$ cat src/rtl/adc_pipe_pkg.sv
// Shared types and defaults for the pipelined-ADC timing sequencer.
// The ADC_SEQ_BURST_EN build macro is consumed by adc_pipe_sequencer.
package adc_pipe_pkg;

    localparam int unsigned PH_CYC_DEF   = 1;
    localparam int unsigned FILL_LAT_DEF = 3;
    localparam int unsigned N_STAGES     = 3;

    typedef enum logic [2:0] {
        ST_IDLE,
        ST_P1,
        ST_G1,
        ST_P2,
        ST_G2
    } seq_state_e;

    // Counter width able to hold max_val, never narrower than one bit.
    function automatic int unsigned cnt_width(input int unsigned max_val);
        return (max_val < 2) ? 1 : $clog2(max_val + 1);
    endfunction

endpackage

$ cat src/rtl/adc_pipe_phase_gen.sv
// Non-overlapping phase FSM: P1 / G1 / P2 / G2 per conversion period.
// Outputs are registered from the next-state decode so they track the state exactly.
module adc_pipe_phase_gen
    import adc_pipe_pkg::*;
#(
    parameter int unsigned PH_CYC = PH_CYC_DEF
) (
    input  logic clock_i,
    input  logic reset_i,
    input  logic start_i,
    input  logic end_run_i,
    output logic phi1_o,
    output logic phi2_o,
    output logic cmp_latch_o,
    output logic enc_en_o,
    output logic busy_o,
    output logic g2_next_c
);

    localparam int unsigned     PH_W    = cnt_width(PH_CYC);
    localparam logic [PH_W-1:0] PH_LAST = PH_W'(PH_CYC - 1);

    seq_state_e      state, state_nx;
    logic [PH_W-1:0] ph_cnt, ph_cnt_nx;

    // Next-state logic; the phase counter only runs inside P1/P2.
    always_comb begin
        state_nx  = state;
        ph_cnt_nx = '0;
        case (state)
            ST_IDLE: if (start_i) state_nx = ST_P1;
            ST_P1: begin
                if (ph_cnt == PH_LAST) state_nx  = ST_G1;
                else                   ph_cnt_nx = ph_cnt + 1'b1;
            end
            ST_G1:   state_nx = ST_P2;
            ST_P2: begin
                if (ph_cnt == PH_LAST) state_nx  = ST_G2;
                else                   ph_cnt_nx = ph_cnt + 1'b1;
            end
            ST_G2:   state_nx = end_run_i ? ST_IDLE : ST_P1;
            default: state_nx = ST_IDLE;
        endcase
        g2_next_c = (state_nx == ST_G2);
    end

    always_ff @(posedge clock_i) begin
        if (reset_i) begin
            state       <= ST_IDLE;
            ph_cnt      <= '0;
            phi1_o      <= 1'b0;
            phi2_o      <= 1'b0;
            cmp_latch_o <= 1'b0;
            enc_en_o    <= 1'b0;
            busy_o      <= 1'b0;
        end else begin
            state       <= state_nx;
            ph_cnt      <= ph_cnt_nx;
            phi1_o      <= (state_nx == ST_P1);
            phi2_o      <= (state_nx == ST_P2);
            cmp_latch_o <= (state_nx == ST_G1);
            enc_en_o    <= (state_nx == ST_G2);
            busy_o      <= (state_nx != ST_IDLE);
        end
    end

endmodule

$ cat src/rtl/adc_pipe_sequencer.sv
// Run control for the 3-stage pipelined ADC: start/stop, pipeline-fill masking, valid counting.
// Define ADC_SEQ_BURST_EN to add burst_len_i and fixed-length runs.
module adc_pipe_sequencer
    import adc_pipe_pkg::*;
#(
    parameter int unsigned PH_CYC   = PH_CYC_DEF,
    parameter int unsigned FILL_LAT = FILL_LAT_DEF,
    parameter int unsigned CNT_W    = 16
) (
    input  logic             clock_i,
    input  logic             reset_i,
    input  logic             start_i,
    input  logic             stop_i,
`ifdef ADC_SEQ_BURST_EN
    input  logic [CNT_W-1:0] burst_len_i,
`endif
    output logic             phi1_o,
    output logic             phi2_o,
    output logic             cmp_latch_o,
    output logic             enc_en_o,
    output logic             valid_o,
    output logic             busy_o,
    output logic             done_o,
    output logic [CNT_W-1:0] conv_cnt_o
);

    localparam int unsigned       FILL_W   = cnt_width(FILL_LAT);
    localparam logic [FILL_W-1:0] FILL_MAX = FILL_W'(FILL_LAT);
    localparam logic [CNT_W-1:0]  CNT_MAX  = '1;

    logic              start_acc_c;
    logic              end_run_c;
    logic              burst_hit_c;
    logic              g2_next_c;
    logic              stop_pend;
    logic [FILL_W-1:0] fill_cnt;

    adc_pipe_phase_gen #(
        .PH_CYC (PH_CYC)
    ) u_phase_gen (
        .clock_i     (clock_i),
        .reset_i     (reset_i),
        .start_i     (start_i),
        .end_run_i   (end_run_c),
        .phi1_o      (phi1_o),
        .phi2_o      (phi2_o),
        .cmp_latch_o (cmp_latch_o),
        .enc_en_o    (enc_en_o),
        .busy_o      (busy_o),
        .g2_next_c   (g2_next_c)
    );

`ifdef ADC_SEQ_BURST_EN
    logic [CNT_W-1:0] burst_len_q;

    // Burst ends on the G2 whose valid code brings the count up to the target.
    assign burst_hit_c = valid_o && (burst_len_q != '0) &&
                         (CNT_W'(conv_cnt_o + 1'b1) == burst_len_q);

    always_ff @(posedge clock_i) begin
        if (reset_i)          burst_len_q <= '0;
        else if (start_acc_c) burst_len_q <= burst_len_i;
    end
`else
    assign burst_hit_c = 1'b0;
`endif

    assign start_acc_c = start_i && !busy_o;
    assign end_run_c   = enc_en_o && (stop_pend || stop_i || burst_hit_c);

    always_ff @(posedge clock_i) begin
        if (reset_i) begin
            stop_pend  <= 1'b0;
            fill_cnt   <= '0;
            conv_cnt_o <= '0;
            valid_o    <= 1'b0;
            done_o     <= 1'b0;
        end else begin
            done_o  <= end_run_c;
            valid_o <= g2_next_c && (fill_cnt == FILL_MAX);
            if (start_acc_c) begin
                stop_pend  <= 1'b0;
                fill_cnt   <= '0;
                conv_cnt_o <= '0;
            end else begin
                if (end_run_c)             stop_pend <= 1'b0;
                else if (busy_o && stop_i) stop_pend <= 1'b1;
                if (enc_en_o && (fill_cnt != FILL_MAX))
                    fill_cnt <= fill_cnt + 1'b1;
                if (valid_o && (conv_cnt_o != CNT_MAX))
                    conv_cnt_o <= conv_cnt_o + 1'b1;
            end
        end
    end

endmodule

$ cat config.mk
export PLATFORM = sky130hd
export DESIGN_NAME = adc_pipe_sequencer
export DESIGN_NICKNAME = d
export VERILOG_FILES = /design/src/rtl/adc_pipe_pkg.sv /design/src/rtl/adc_pipe_phase_gen.sv /design/src/rtl/adc_pipe_sequencer.sv
export SDC_FILE = /design/constraint.sdc
export NUM_CORES = 1
export LEC_CHECK = 0
export BUFFER_PORTS_ARGS = -buffer_cell sky130_fd_sc_hd__buf_2
export CORE_ASPECT_RATIO = 0.75
export CORE_UTILIZATION = 40
export DETAILED_ROUTE_END_ITERATION = 12
export MAX_ROUTING_LAYER = met4
export SLEW_MARGIN = 20
export SYNTH_ARGS = -nofsm -noshare
export SYNTH_HDL_FRONTEND = slang
export SYNTH_HIERARCHICAL = 1
export SYNTH_SLANG_ARGS = --single-unit
$ cat constraint.sdc
create_clock -name clock_i -period 2.35 [get_ports clock_i]
set_input_delay 0.705 -clock clock_i [delete_from_list [all_inputs] [get_ports clock_i]]
set_output_delay 0.705 -clock clock_i [all_outputs]
set_load 0.02 [all_outputs]
==> run_results.csv <==
group,metric,value,unit
outcome,status,"finished, final reports clean",
worst_setup_path,critPathLaunchType,"register",
worst_setup_path,crit_path_max_fanout,15,
logic_synthesis,synthCells,144,
hold_path,hold_class,"register to register",
global_route,grt_pass1_vias,1122,
power_and_ir_drop,p_sw_share,23.10,%
clock_tree,clkSinkCount,30,
worst_setup_path,crit_type,"register to register",
detailed_routing,drt-pass1-iter-count,4,
sta,setup_viol,0,
power_and_ir_drop,p_int,0.0007824,W
logic_synthesis,ys_ff_latch,30,
power_and_ir_drop,p_leak,0.6731,nW
sta,tns,0,ps
power_and_ir_drop,pwr-share-seq,52.0,%
final_layout,n_antenna_cell,0,
sta,setup_slack,574.0,ps
detailed_routing,routed_wl,2977,µm
power_and_ir_drop,p_sw,0.0002350,W
logic_synthesis,async_reset_ff_share,0,%
power_and_ir_drop,irDropWorstVdd,0.0003680,V
floorplanning,initial_core_util,44.34,%
floorplanning,die_h,52.64,µm
worst_setup_path,crit_required,2550,ps
final_layout,drive_gt1_share,24.28,%
floorplanning,dieArea,3659,µm²
hold_path,holdPathEnd,"conv_cnt_o[7]$_SDFFE_PP0P_",
logic_synthesis,yosysUniqueCellTypes,38,
final_layout,seq_area,600.6,µm²
hold_path,holdCritStartpoint,"conv_cnt_o[7]$_SDFFE_PP0P_",
clock_tree,cts_max_level,2,
detailed_routing,drc,0,
global_route,gr-total-overflow,0,
logic_synthesis,synthAdderAreaFrac,1.830,%
clock_tree,cts-buffers-inserted,5,
power_and_ir_drop,power_density,632.3,nW/µm²
worst_setup_path,r2r-end,"conv_cnt_o[9]$_SDFFE_PP0P_",
floorplanning,io_pins,27,
logic_synthesis,synth.avg_cell_area,9.497,µm²
logic_synthesis,yosys.area_share.simple,30.83,%
sta,final.period_utilization,75.58,%
detailed_routing,vias,1155,
floorplanning,fp.dieW,69.52,µm
place,hpwlAfterDp,2176,µm
run,drv_cap,0,
power_and_ir_drop,share_comb_of_total_power,6.9,%
worst_setup_path,r2r_slack,570,ps
place,place_congestion,0.8039,
clock_tree,cts_buffer_depth,2,
sta,post-route-min-period,1776,ps
sta,grt_setup_unrepaired,"false",
worst_setup_path,cp-end-kind,"register",
sta,max-slew-margin-rel,60.00,%
place,io_buffers,26,
final_layout,nets,178,
hold_path,hold_depth,2,
logic_synthesis,synth_compound_area_share,14.18,%
logic_synthesis,syn_nets,150,
clock_tree,cts_tree,"done",
logic_synthesis,yosys_warnings,6,
clock_tree,post-cts-setup-buffers,0,
logic_synthesis,synth_edf_count,0,
final_layout,multi_input_area,720.7,µm²
logic_synthesis,syn_area,1368,µm²
logic_synthesis,synthFlopType,"dfxtp_1",
clock_tree,clk_pin_slew_worst_paths,60,ps
global_route,grt_usage,19.09,%
final_layout,fillers,291,
sta,maxSlewViolCount,0,
global_route,grt_max_degree,16,
worst_setup_path,worstPathArrival,1970,ps
final_layout,area_growth_syn_to_layout,17.66,%
global_route,antenna_found_initial,0,
floorplanning,num_rows,17,
worst_setup_path,r2r_start,"conv_cnt_o[0]$_SDFFE_PP0P_",
power_and_ir_drop,pwr-share-clk,41.2,%
global_route,grt_pass1_wl,5244,µm
floorplanning,core,3084,µm²
detailed_routing,vias_per_cell,5.474,
detailed_routing,drtIter0Drc,110,
sta,finalHoldViolCount,0,
clock_tree,insertion_delay,270,ps
logic_synthesis,synth-seq-area-share,43.92,%
sta,worstMarginPinSlew,600.0,ps
detailed_routing,wl_per_cell,14.11,µm
logic_synthesis,synth_top_family_by_area,"simple AND/OR/NAND/NOR gates",
detailed_routing,antenna_left,0,
clock_tree,cts_hold_buffers,0,
clock_tree,cts_resized,0,
clock_tree,cts_root_buffer,"clkbuf_8",
logic_synthesis,synth_xor_area_share,1.921,%
logic_synthesis,synthMuxAreaShare,3.660,%
sta,finalClockSkew,6.207,ps
place,pre_cts_ws,533.7,ps
worst_setup_path,r2r_cells,5,
sta,timing.fmax,0.5631,GHz
state kept, by name, indices dropped and copies added (netlist names):
signal / count
conv_cnt_o: 16
done_o: 1
fill_cnt: 2
stop_pend: 1
u_phase_gen/busy_o: 1
u_phase_gen/cmp_latch_o: 1
u_phase_gen/enc_en_o: 1
u_phase_gen/ph_cnt: 1
u_phase_gen/phi1_o: 1
u_phase_gen/phi2_o: 1
u_phase_gen/state: 3
valid_o: 1
cells by family after synthesis:
| kind of cell | after synthesis |
|---|---|
| AND/OR/NAND/NOR | 64 |
| adder cells (fa/ha/maj) | 2 |
| flip-flops | 30 |
| buffers and inverters | 10 |
| XOR/XNOR | 3 |
| AO/OA/AOI/OAI | 29 |
| other | 1 |
| multiplexers | 5 |
synthesized netlist by cell type (3+ instances only):
master | number | share of area (%)
nand2_1 | 7 | 1.9
inv_1 | 5 | 1.4
clkbuf_1 | 3 | 0.82
nor4_1 | 3 | 1.4
nand2b_1 | 5 | 2.3
or4_1 | 6 | 3.3
nand3_1 | 11 | 4.0
nor3_1 | 4 | 1.5
nor2_1 | 6 | 1.6
o31ai_1 | 6 | 3.3
dfxtp_1 | 30 | 44
and3_1 | 6 | 2.7
and4_4 | 3 | 2.5
mux2i_1 | 5 | 3.7
a21oi_1 | 13 | 4.8
o21ai_0 | 3 | 1.1
worst max-delay path, stage by stage (launching register included):
cell     delay, ps
dfxtp_1        340
ha_1           230
and4_1         260
and4_4         210
or4_1          500
a21oi_1        150
area by class of cell:
class / instances / share of cell area (%)
well taps: 38 / 2.955
repair buffers: 26 / 8.087
clock buffers: 7 / 5.365
inverters: 5 / 1.166
flip-flops and latches: 30 / 37.33
multi-input cells: 104 / 44.79
clock inverters: 1 / 0.3110
how the worst max path moves through the flow:
| stage | start | to | slack (ps) | cells after the start |
|---|---|---|---|---|
| floorplan | conv_cnt_o[0]$_SDFFE_PP0P_ | conv_cnt_o[2]$_SDFFE_PP0P_ | 620 | 6 |
| global placement | stop_i | u_phase_gen/phi2_o$_SDFF_PP0_ | 620 | 5 |
| detailed placement | stop_i | u_phase_gen/phi2_o$_SDFF_PP0_ | 530 | 5 |
| CTS | conv_cnt_o[0]$_SDFFE_PP0P_ | conv_cnt_o[9]$_SDFFE_PP0P_ | 570 | 5 |
| global route | conv_cnt_o[0]$_SDFFE_PP0P_ | conv_cnt_o[7]$_SDFFE_PP0P_ | 470 | 5 |
| finish | conv_cnt_o[0]$_SDFFE_PP0P_ | conv_cnt_o[9]$_SDFFE_PP0P_ | 570 | 5 |
routing by layer:
| metal | vias up | wire length (µm) | global-route usage [%] |
|---|---|---|---|
| met5 | - | 0 | - |
| met4 | 0 | 10 | 6.803 |
| met3 | 2 | 126 | 5.385 |
| met2 | 21 | 1262 | 28.48 |
| met1 | 537 | 1578 | 24.85 |
| li1 | 595 | - | - |
per-stage QoR:
stage          hold WS, ps  area (µm²)  utilization [%]  instances  total power (W)
2_1_floorplan        464.6        1368                -        144        0.0005906
3_3_place_gp         468.2        1518            49.21        203        0.0006076
3_5_place_dp         484.7        1518            49.21        203        0.0006102
4_1_cts              494.7        1609            52.17        211         0.001031
5_1_grt              524.5        1609            52.17        211         0.001063
6_report             491.3        1609            52.17        211         0.001017
power by group through the flow:
stage	clock network, W	registers (W)	logic (W)
3_5_place_dp	0	0.000540	0.0000705
3_3_place_gp	0	0.000540	0.0000679
6_report	0.000419	0.000529	0.0000700
2_1_floorplan	0	0.000546	0.0000448
5_1_grt	0.000457	0.000529	0.0000767
4_1_cts	0.000432	0.000528	0.0000707
cells in the final DEF, fill, tap and decap left out, drive strengths merged:
cell type  synthesis  routed
o31ai              6       6
or4                6       6
nand2              7       7
nand3             11      11
nor4               3       3
o2111ai            1       1
and3b              1       1
or3                3       3
mux2i              5       5
and4               4       4
xor2               1       1
nor2b              2       2
ha                 2       2
a21boi             1       1
conb               1       1
clkbuf             3       7
nor3               4       4
clkinv             0       1
nor4b              2       2
dfxtp             30      30
nand4              2       2
and4b              1       1
a31oi              1       1
inv                5       5
nand2b             5       5
a21oi             13      13
o21ai              3       3
nor2               6       6
xnor2              2       2
o21a               1       1
and3               7       7
a211oi             1       1
buf                2      26
a21o               2       2
No activity file was read; power rests on OpenSTA's default activity.
